[config.mk]
export PLATFORM = sky130hd
export DESIGN_NAME = s_block_writeback
export DESIGN_NICKNAME = d
export VERILOG_FILES = /design/src/rtl/s_block_writeback.sv
export SDC_FILE = /design/constraint.sdc
export NUM_CORES = 1
export LEC_CHECK = 0
export ABC_AREA = 1
export BUFFER_PORTS_ARGS = -buffer_cell sky130_fd_sc_hd__buf_2
export CORE_MARGIN = 5
export CORE_UTILIZATION = 47
export CTS_CLUSTER_DIAMETER = 80
export DETAILED_ROUTE_END_ITERATION = 16
export GPL_TIMING_DRIVEN = 0
export PLACE_DENSITY = 0.83
export SYNTH_ARGS = -nofsm -noshare
export SYNTH_HDL_FRONTEND = slang
export SYNTH_SLANG_ARGS = --single-unit
[constraint.sdc]
create_clock -name CLOCK_50_I -period 2.3 [get_ports CLOCK_50_I]
set_input_delay 0.46 -clock CLOCK_50_I [delete_from_list [all_inputs] [get_ports CLOCK_50_I]]
set_output_delay 0.46 -clock CLOCK_50_I [all_outputs]
set_load 0.02 [all_outputs]
[src/rtl/s_block_writeback.sv]
// -----------------------------------------------------------------------------
// s_block_writeback
//
// Last stage of the per-block IDCT loop. Reads the 64 signed 32-bit S
// accumulations of one 8x8 block from the embedded dual-port RAM. Each value
// is scaled by an arithmetic right shift, clipped to 0..255 and paired with
// its neighbour into a 16-bit word {even, odd}. The 32 resulting words are
// written into the external SRAM pixel plane at the block's raster position.
//
// Optional feature (compile-time macro):
//   WS_ROUND_EN  adds 1 << (SHIFT-1) before the shift (round-half-up).
//                Without it the shift truncates toward negative infinity.
//
// Parameters:
//   S_BASE          DPRAM address of S[0][0]; S[r][c] is at S_BASE + 8r + c
//   Y_BASE          SRAM word address of pixel (0,0) of the target plane
//   WORDS_PER_ROW   SRAM words per image row (two pixels per word)
//   SHIFT           arithmetic right shift applied to each S value
//
// Ports:
//   CLOCK_50_I       in   1   clock
//   Resetn           in   1   asynchronous active-low reset
//   WS_start         in   1   one-cycle start pulse, honoured only in IDLE
//   WS_done          out  1   one-cycle pulse after the last SRAM write
//   block_row        in   5   block row index (0..29), latched on start
//   block_col        in   6   block column index (0..39), latched on start
//   dp_address       out  7   DPRAM read address (read latency 1 cycle)
//   dp_read_data     in  32   DPRAM read data, signed two's complement
//   SRAM_address     out 18   SRAM word address (registered)
//   SRAM_write_data  out 16   packed pixels {even[7:0], odd[7:0]} (registered)
//   SRAM_we_n        out  1   SRAM write enable, active low (registered)
//
// Timing, with cycle 0 the first RUN cycle:
//   cycle n      : dp_address = S_BASE + n              (n = 0..63)
//   cycle n+1    : data for index n is on dp_read_data
//   cycle n+2    : SRAM write for odd n                 (cycles 3, 5, ..., 65)
//   cycle 66     : WS_done
//   cycle 67     : back in IDLE, a new start is accepted
// -----------------------------------------------------------------------------
module s_block_writeback #(
  parameter logic [6:0]  S_BASE        = 7'd64,
  parameter logic [17:0] Y_BASE        = 18'd0,
  parameter int          WORDS_PER_ROW = 160,
  parameter int          SHIFT         = 16
) (
  input  logic        CLOCK_50_I,
  input  logic        Resetn,
  input  logic        WS_start,
  output logic        WS_done,
  input  logic [4:0]  block_row,
  input  logic [5:0]  block_col,
  output logic [6:0]  dp_address,
  input  logic [31:0] dp_read_data,
  output logic [17:0] SRAM_address,
  output logic [15:0] SRAM_write_data,
  output logic        SRAM_we_n
);

  typedef enum logic [1:0] {
    S_IDLE,
    S_RUN,
    S_DRAIN,
    S_DONE
  } state_t;

  localparam logic [17:0] ROW_STRIDE = 18'(WORDS_PER_ROW);

  state_t      state;
  state_t      state_next;

  logic [5:0]  n;            // read index while in RUN
  logic        drain_cnt;    // second DRAIN cycle flag
  logic [4:0]  row_q;
  logic [5:0]  col_q;

  // Read pipeline: marks which index the current dp_read_data belongs to.
  logic        rd_valid;
  logic [5:0]  rd_idx;

  logic [7:0]  even_pix;
  logic [7:0]  pix;
  logic [17:0] pix_row;
  logic [17:0] wr_addr;

  // ---------------------------------------------------------------------------
  // FSM state register
  // ---------------------------------------------------------------------------
  // NOTE: every clocked process uses non-blocking assignments so all registers
  // update together on the edge, independent of process evaluation order.
  always_ff @(posedge CLOCK_50_I or negedge Resetn) begin
    if (!Resetn) begin
      state <= S_IDLE;
    end else begin
      state <= state_next;
    end
  end

  // ---------------------------------------------------------------------------
  // FSM next state and decoded outputs
  // ---------------------------------------------------------------------------
  // NOTE: each signal driven here gets a default before the case statement,
  // so no path leaves it unassigned and no latch is inferred.
  always_comb begin
    state_next = state;
    WS_done    = 1'b0;
    dp_address = '0;
    case (state)
      S_IDLE: begin
        if (WS_start) begin
          state_next = S_RUN;
        end
      end
      S_RUN: begin
        dp_address = S_BASE + {1'b0, n};
        if (n == 6'd63) begin
          state_next = S_DRAIN;
        end
      end
      S_DRAIN: begin
        // Two cycles: one for the last DPRAM read to return, one for the
        // final write to be registered onto the SRAM pins.
        if (drain_cnt) begin
          state_next = S_DONE;
        end
      end
      S_DONE: begin
        WS_done    = 1'b1;
        state_next = S_IDLE;
      end
      default: begin
        state_next = S_IDLE;
      end
    endcase
  end

  // ---------------------------------------------------------------------------
  // Read index, drain counter and latched block position
  // ---------------------------------------------------------------------------
  always_ff @(posedge CLOCK_50_I or negedge Resetn) begin
    if (!Resetn) begin
      n         <= '0;
      drain_cnt <= 1'b0;
      row_q     <= '0;
      col_q     <= '0;
    end else begin
      if (state == S_IDLE && WS_start) begin
        n     <= '0;
        row_q <= block_row;
        col_q <= block_col;
      end else if (state == S_RUN) begin
        // Wraps 63 -> 0 on the RUN-to-DRAIN transition.
        n <= n + 6'd1;
      end
      drain_cnt <= (state == S_DRAIN) ? ~drain_cnt : 1'b0;
    end
  end

  // ---------------------------------------------------------------------------
  // Pixel conversion: shift, then clip to 0..255
  // ---------------------------------------------------------------------------
`ifdef WS_ROUND_EN
  localparam int          VW         = 33;
  localparam logic [32:0] ROUND_BIAS = 33'd1 << (SHIFT - 1);

  logic [32:0]          rounded;
  logic signed [VW-1:0] v;

  // Sign-extend to 33 bits first so the bias can never overflow into the
  // sign bit for large positive accumulations.
  assign rounded = {dp_read_data[31], dp_read_data} + ROUND_BIAS;
  assign v       = $signed(rounded) >>> SHIFT;
`else
  localparam int VW = 32;

  logic signed [VW-1:0] v;

  assign v = $signed(dp_read_data) >>> SHIFT;
`endif

  always_comb begin
    if (v[VW-1]) begin
      pix = 8'd0;
    end else if (|v[VW-2:8]) begin
      pix = 8'd255;
    end else begin
      pix = v[7:0];
    end
  end

  // ---------------------------------------------------------------------------
  // SRAM address of the pair currently completing
  // ---------------------------------------------------------------------------
  // Pair p = rd_idx >> 1: block-local row r = rd_idx[5:3], word c2 = rd_idx[2:1].
  assign pix_row = {10'd0, row_q, 3'b000} + {15'd0, rd_idx[5:3]};
  assign wr_addr = Y_BASE
                 + pix_row * ROW_STRIDE
                 + {10'd0, col_q, 2'b00}
                 + {16'd0, rd_idx[2:1]};

  // ---------------------------------------------------------------------------
  // Read pipeline, even-pixel hold and registered SRAM write port
  // ---------------------------------------------------------------------------
  always_ff @(posedge CLOCK_50_I or negedge Resetn) begin
    if (!Resetn) begin
      rd_valid        <= 1'b0;
      rd_idx          <= '0;
      even_pix        <= '0;
      SRAM_we_n       <= 1'b1;
      SRAM_address    <= '0;
      SRAM_write_data <= '0;
    end else begin
      rd_valid  <= (state == S_RUN);
      rd_idx    <= n;
      SRAM_we_n <= 1'b1;
      if (rd_valid) begin
        if (!rd_idx[0]) begin
          even_pix <= pix;
        end else begin
          // Address and data only change with a write, so they hold their
          // last values between writes.
          SRAM_we_n       <= 1'b0;
          SRAM_address    <= wr_addr;
          SRAM_write_data <= {even_pix, pix};
        end
      end
    end
  end

endmodule

==> results_dict.tcl <==
set metrics [dict create \
    hold_viol_final 0 \
    critPathCaptureType "flop" \
    reg2reg_slack_ns 0.05 \
    final_common_cell "nand2_1" \
    cp_max_fo 3 \
    worst_ep_arrival_time_ns 2.48 \
    r2r_start "row_q[0]$_DFFE_PN0P_" \
    grt_pass1_wl_um 12100 \
    gr-total-overflow 0 \
    die_area_mm2 0.00891 \
    rows 30 \
    rsz0062_at_grt "yes" \
    drv_cap 0 \
    netlist_instances 386 \
    first_pass_iters 4 \
    cts_buffer_depth 2 \
    placed_cell_area_mm2 0.00382 \
    rr_worst_depth 10 \
    place.gp.congestion 0.808 \
    cts-root-buf "clkbuf_8" \
    r2r_end "SRAM_address[13]$_DFFE_PN0P_" \
    start_util 0.487 \
    area_growth_syn_to_layout_pct 22.8 \
    setup_tns_ns 0 \
    leakage_nw 2.24 \
    wl_met1_um 3290 \
    wl_um 7420 \
    final_max_slew_viol_count 0 \
    synth_area_per_cell_um2 8.67 \
    cts_sinks 69 \
    fin_crit_sh 0.976 \
    critical_path.startpoint_type "flop" \
    num_antenna_cells 0 \
    powerDensity_mw_per_mm2 1390 \
    io_buffers 70 \
    vias 2733 \
    yosysWarnings 0 \
    cts_max_level 3 \
    worstSetupPathType "flop to flop" \
    status "finished, final reports clean" \
    yosysSeqAreaShare 0.516 \
    clock_skew_ns 0.0112 \
    viasPerCell 4.76 \
    met3WireLength_um 316 \
    fp.coreArea_mm2 0.00687 \
    grtUsageTotal 0.175 \
    grt_max_degree 70 \
    ys_seq_elements 69 \
    clock_latency_ns 0.35 \
    wl_per_cell_um 12.9 \
    synth_cell_types 35 \
    cts_tree "yes" \
    min_path_type "primary input to asynchronous set/reset pin" \
    layout-drive-gt1-share 0.234 \
    dr_wl_met2_um 3610 \
    most-common-layout-cells "nand2_1, buf_2, dfrtp_1" \
    die_h_um 94.4 \
    setup_viol 0 \
    syn_area_mm2 0.00335 \
    max_freq_mhz 445 \
    route.antenna.remaining_nets 0 \
    finalInstanceArea_mm2 0.00411 \
    ios 89 \
    dp.final_hpwl_um 5420 \
    period_minus_slack_ns 2.25 \
    cts_made_buffers 9 \
    path_clk_slew_ns 0.09 \
    peakVddDrop_uv 704 \
    slew-limit-headroom 0.446 \
    highest_layer "met4" \
    cp.required_ns 2.54 \
    syn-num-nets 455 \
    die_x_um 94.4 \
    grt_pass1_vias 2678 \
    grt_antenna_before_repair 0 \
    worst_pin_slew_ns 0.831 \
    critPathMaxStageDelay_ns 0.55 \
    finalNetCount 542 \
    drc 0 \
    cp_cell_sequence "ha_1 -> ha_2 -> fa_2 -> buf_4 -> nand2_2 -> nor2_4 -> nand3_2 -> or2_4 -> nand2_1 -> nand2_1" \
    drt_iter0_markers 160 \
    cp_common_cell "nand2_1" \
    critPathSlowestCell "fa_2" \
]
worst max path at each step:
stage,startpoint,to,slack (ns)
6_report,row_q[0]$_DFFE_PN0P_,SRAM_address[13]$_DFFE_PN0P_,0.05
3_3_place_gp,rd_idx[4]$_DFF_PN0_,SRAM_address[14]$_DFFE_PN0P_,-0.15
4_1_cts,state[1]$_DFFE_PN0P_,dp_address[2],0.03
5_1_grt,row_q[0]$_DFFE_PN0P_,SRAM_address[13]$_DFFE_PN0P_,-0.06
3_5_place_dp,rd_idx[4]$_DFF_PN0_,SRAM_address[14]$_DFFE_PN0P_,-0.18
2_1_floorplan,rd_idx[4]$_DFF_PN0_,SRAM_address[14]$_DFFE_PN0P_,0.03
cell usage after synthesis:
| cell | instances | share of area |
|---|---|---|
| dfstp_2 | 1 | 0.0079 |
| a21oi_1 | 17 | 0.025 |
| nand3b_1 | 2 | 0.0045 |
| dfrtp_1 | 68 | 0.51 |
| o21ai_2 | 2 | 0.0052 |
| fa_1 | 2 | 0.012 |
| ha_1 | 21 | 0.079 |
| inv_2 | 1 | 0.0011 |
| conb_1 | 1 | 0.0011 |
| nor4_1 | 2 | 0.0037 |
| buf_4 | 1 | 0.0022 |
| clkinv_1 | 1 | 0.0011 |
| a22o_1 | 1 | 0.0026 |
| nand2_2 | 1 | 0.0019 |
| nand3_2 | 1 | 0.0030 |
| o21ai_0 | 31 | 0.046 |
| xor2_2 | 1 | 0.0049 |
| a31oi_1 | 1 | 0.0019 |
| xnor2_1 | 3 | 0.0079 |
| nor3_1 | 6 | 0.0090 |
| o22ai_1 | 1 | 0.0019 |
| clkbuf_1 | 10 | 0.011 |
| buf_2 | 2 | 0.0030 |
| o21bai_1 | 2 | 0.0045 |
| nand2_1 | 120 | 0.13 |
| nor2_4 | 1 | 0.0034 |
| mux2i_1 | 1 | 0.0030 |
| nor2_1 | 14 | 0.016 |
| inv_1 | 47 | 0.053 |
| xor2_1 | 3 | 0.0079 |
| or2_4 | 1 | 0.0026 |
| and2_1 | 1 | 0.0019 |
| nand4_1 | 2 | 0.0037 |
| o21ai_1 | 3 | 0.0045 |
| nand3_1 | 14 | 0.021 |
cell type report:
type | instances | area [um2]
multi-input cells | 255 | 1420
plain buffers | 13 | 56.3
well taps | 96 | 120
clock buffers | 10 | 138
fillers | 587 | 2760
flip-flops and latches | 69 | 1730
clock inverters | 6 | 70.1
repair buffers | 76 | 398
inverters | 49 | 184
state kept, by name, summed over array words and instances (netlist names):
signal           cells
drain_cnt            1
SRAM_address        17
row_q                5
even_pix             8
SRAM_we_n            1
state                2
rd_idx               6
rd_valid             1
col_q                6
n                    6
SRAM_write_data     16
timing repair:
| item | in CTS | in global routing |
|---|---|---|
| resized for setup | 6 | 5 |
| endpoints found under the setup margin | 4 | 10 |
| pin swaps | 2 | 7 |
| hold buffers | 0 | 0 |
| setup buffers | 4 | 2 |
metal layers:
layer / vias to the layer above / track usage
li1: 1401 / -
met5: - / 0
met1: 1255 / 0.225
met3: 17 / 0.0327
met2: 60 / 0.280
met4: 0 / 0.0915
through the flow:
step / hold WS, ns / utilization / setup slack (ns) / total power [mW] / instances
finish: 0.187 / 0.598 / 0.0542 / 5.72 / 574
global route: 0.264 / 0.598 / -0.0629 / 6.20 / 574
CTS: 0.231 / 0.594 / 0.0325 / 5.73 / 572
detailed placement: 0.396 / 0.556 / -0.182 / 4.61 / 552
global placement: 0.395 / 0.556 / -0.145 / 4.50 / 552
floorplan: 0.164 / - / 0.0300 / 3.84 / 386
logic make-up after synthesis:
kind of cell,after synthesis,share of synthesized area
xor+xnor,7,0.0206
compound gates,58,0.0923
fa+ha+maj,23,0.0905
mux,1,0.00299
flops,69,0.516
other cells,1,0.00112
simple gates,165,0.205
buf+inv,62,0.0714
critical path: cells and delay by family, from the launching register on:
kind	cells	cell delay (ns)
DFF	1	0.39
adders and majority gates	3	1.05
and+or+nand+nor	6	0.58
buffers and inverters	1	0.12
power by group:
part,internal [mW],switching [mW]
Combinational,0.948,1.71
Sequential,1.74,0.291
Clock,0.538,0.492
(Power assumes the default switching activity.)
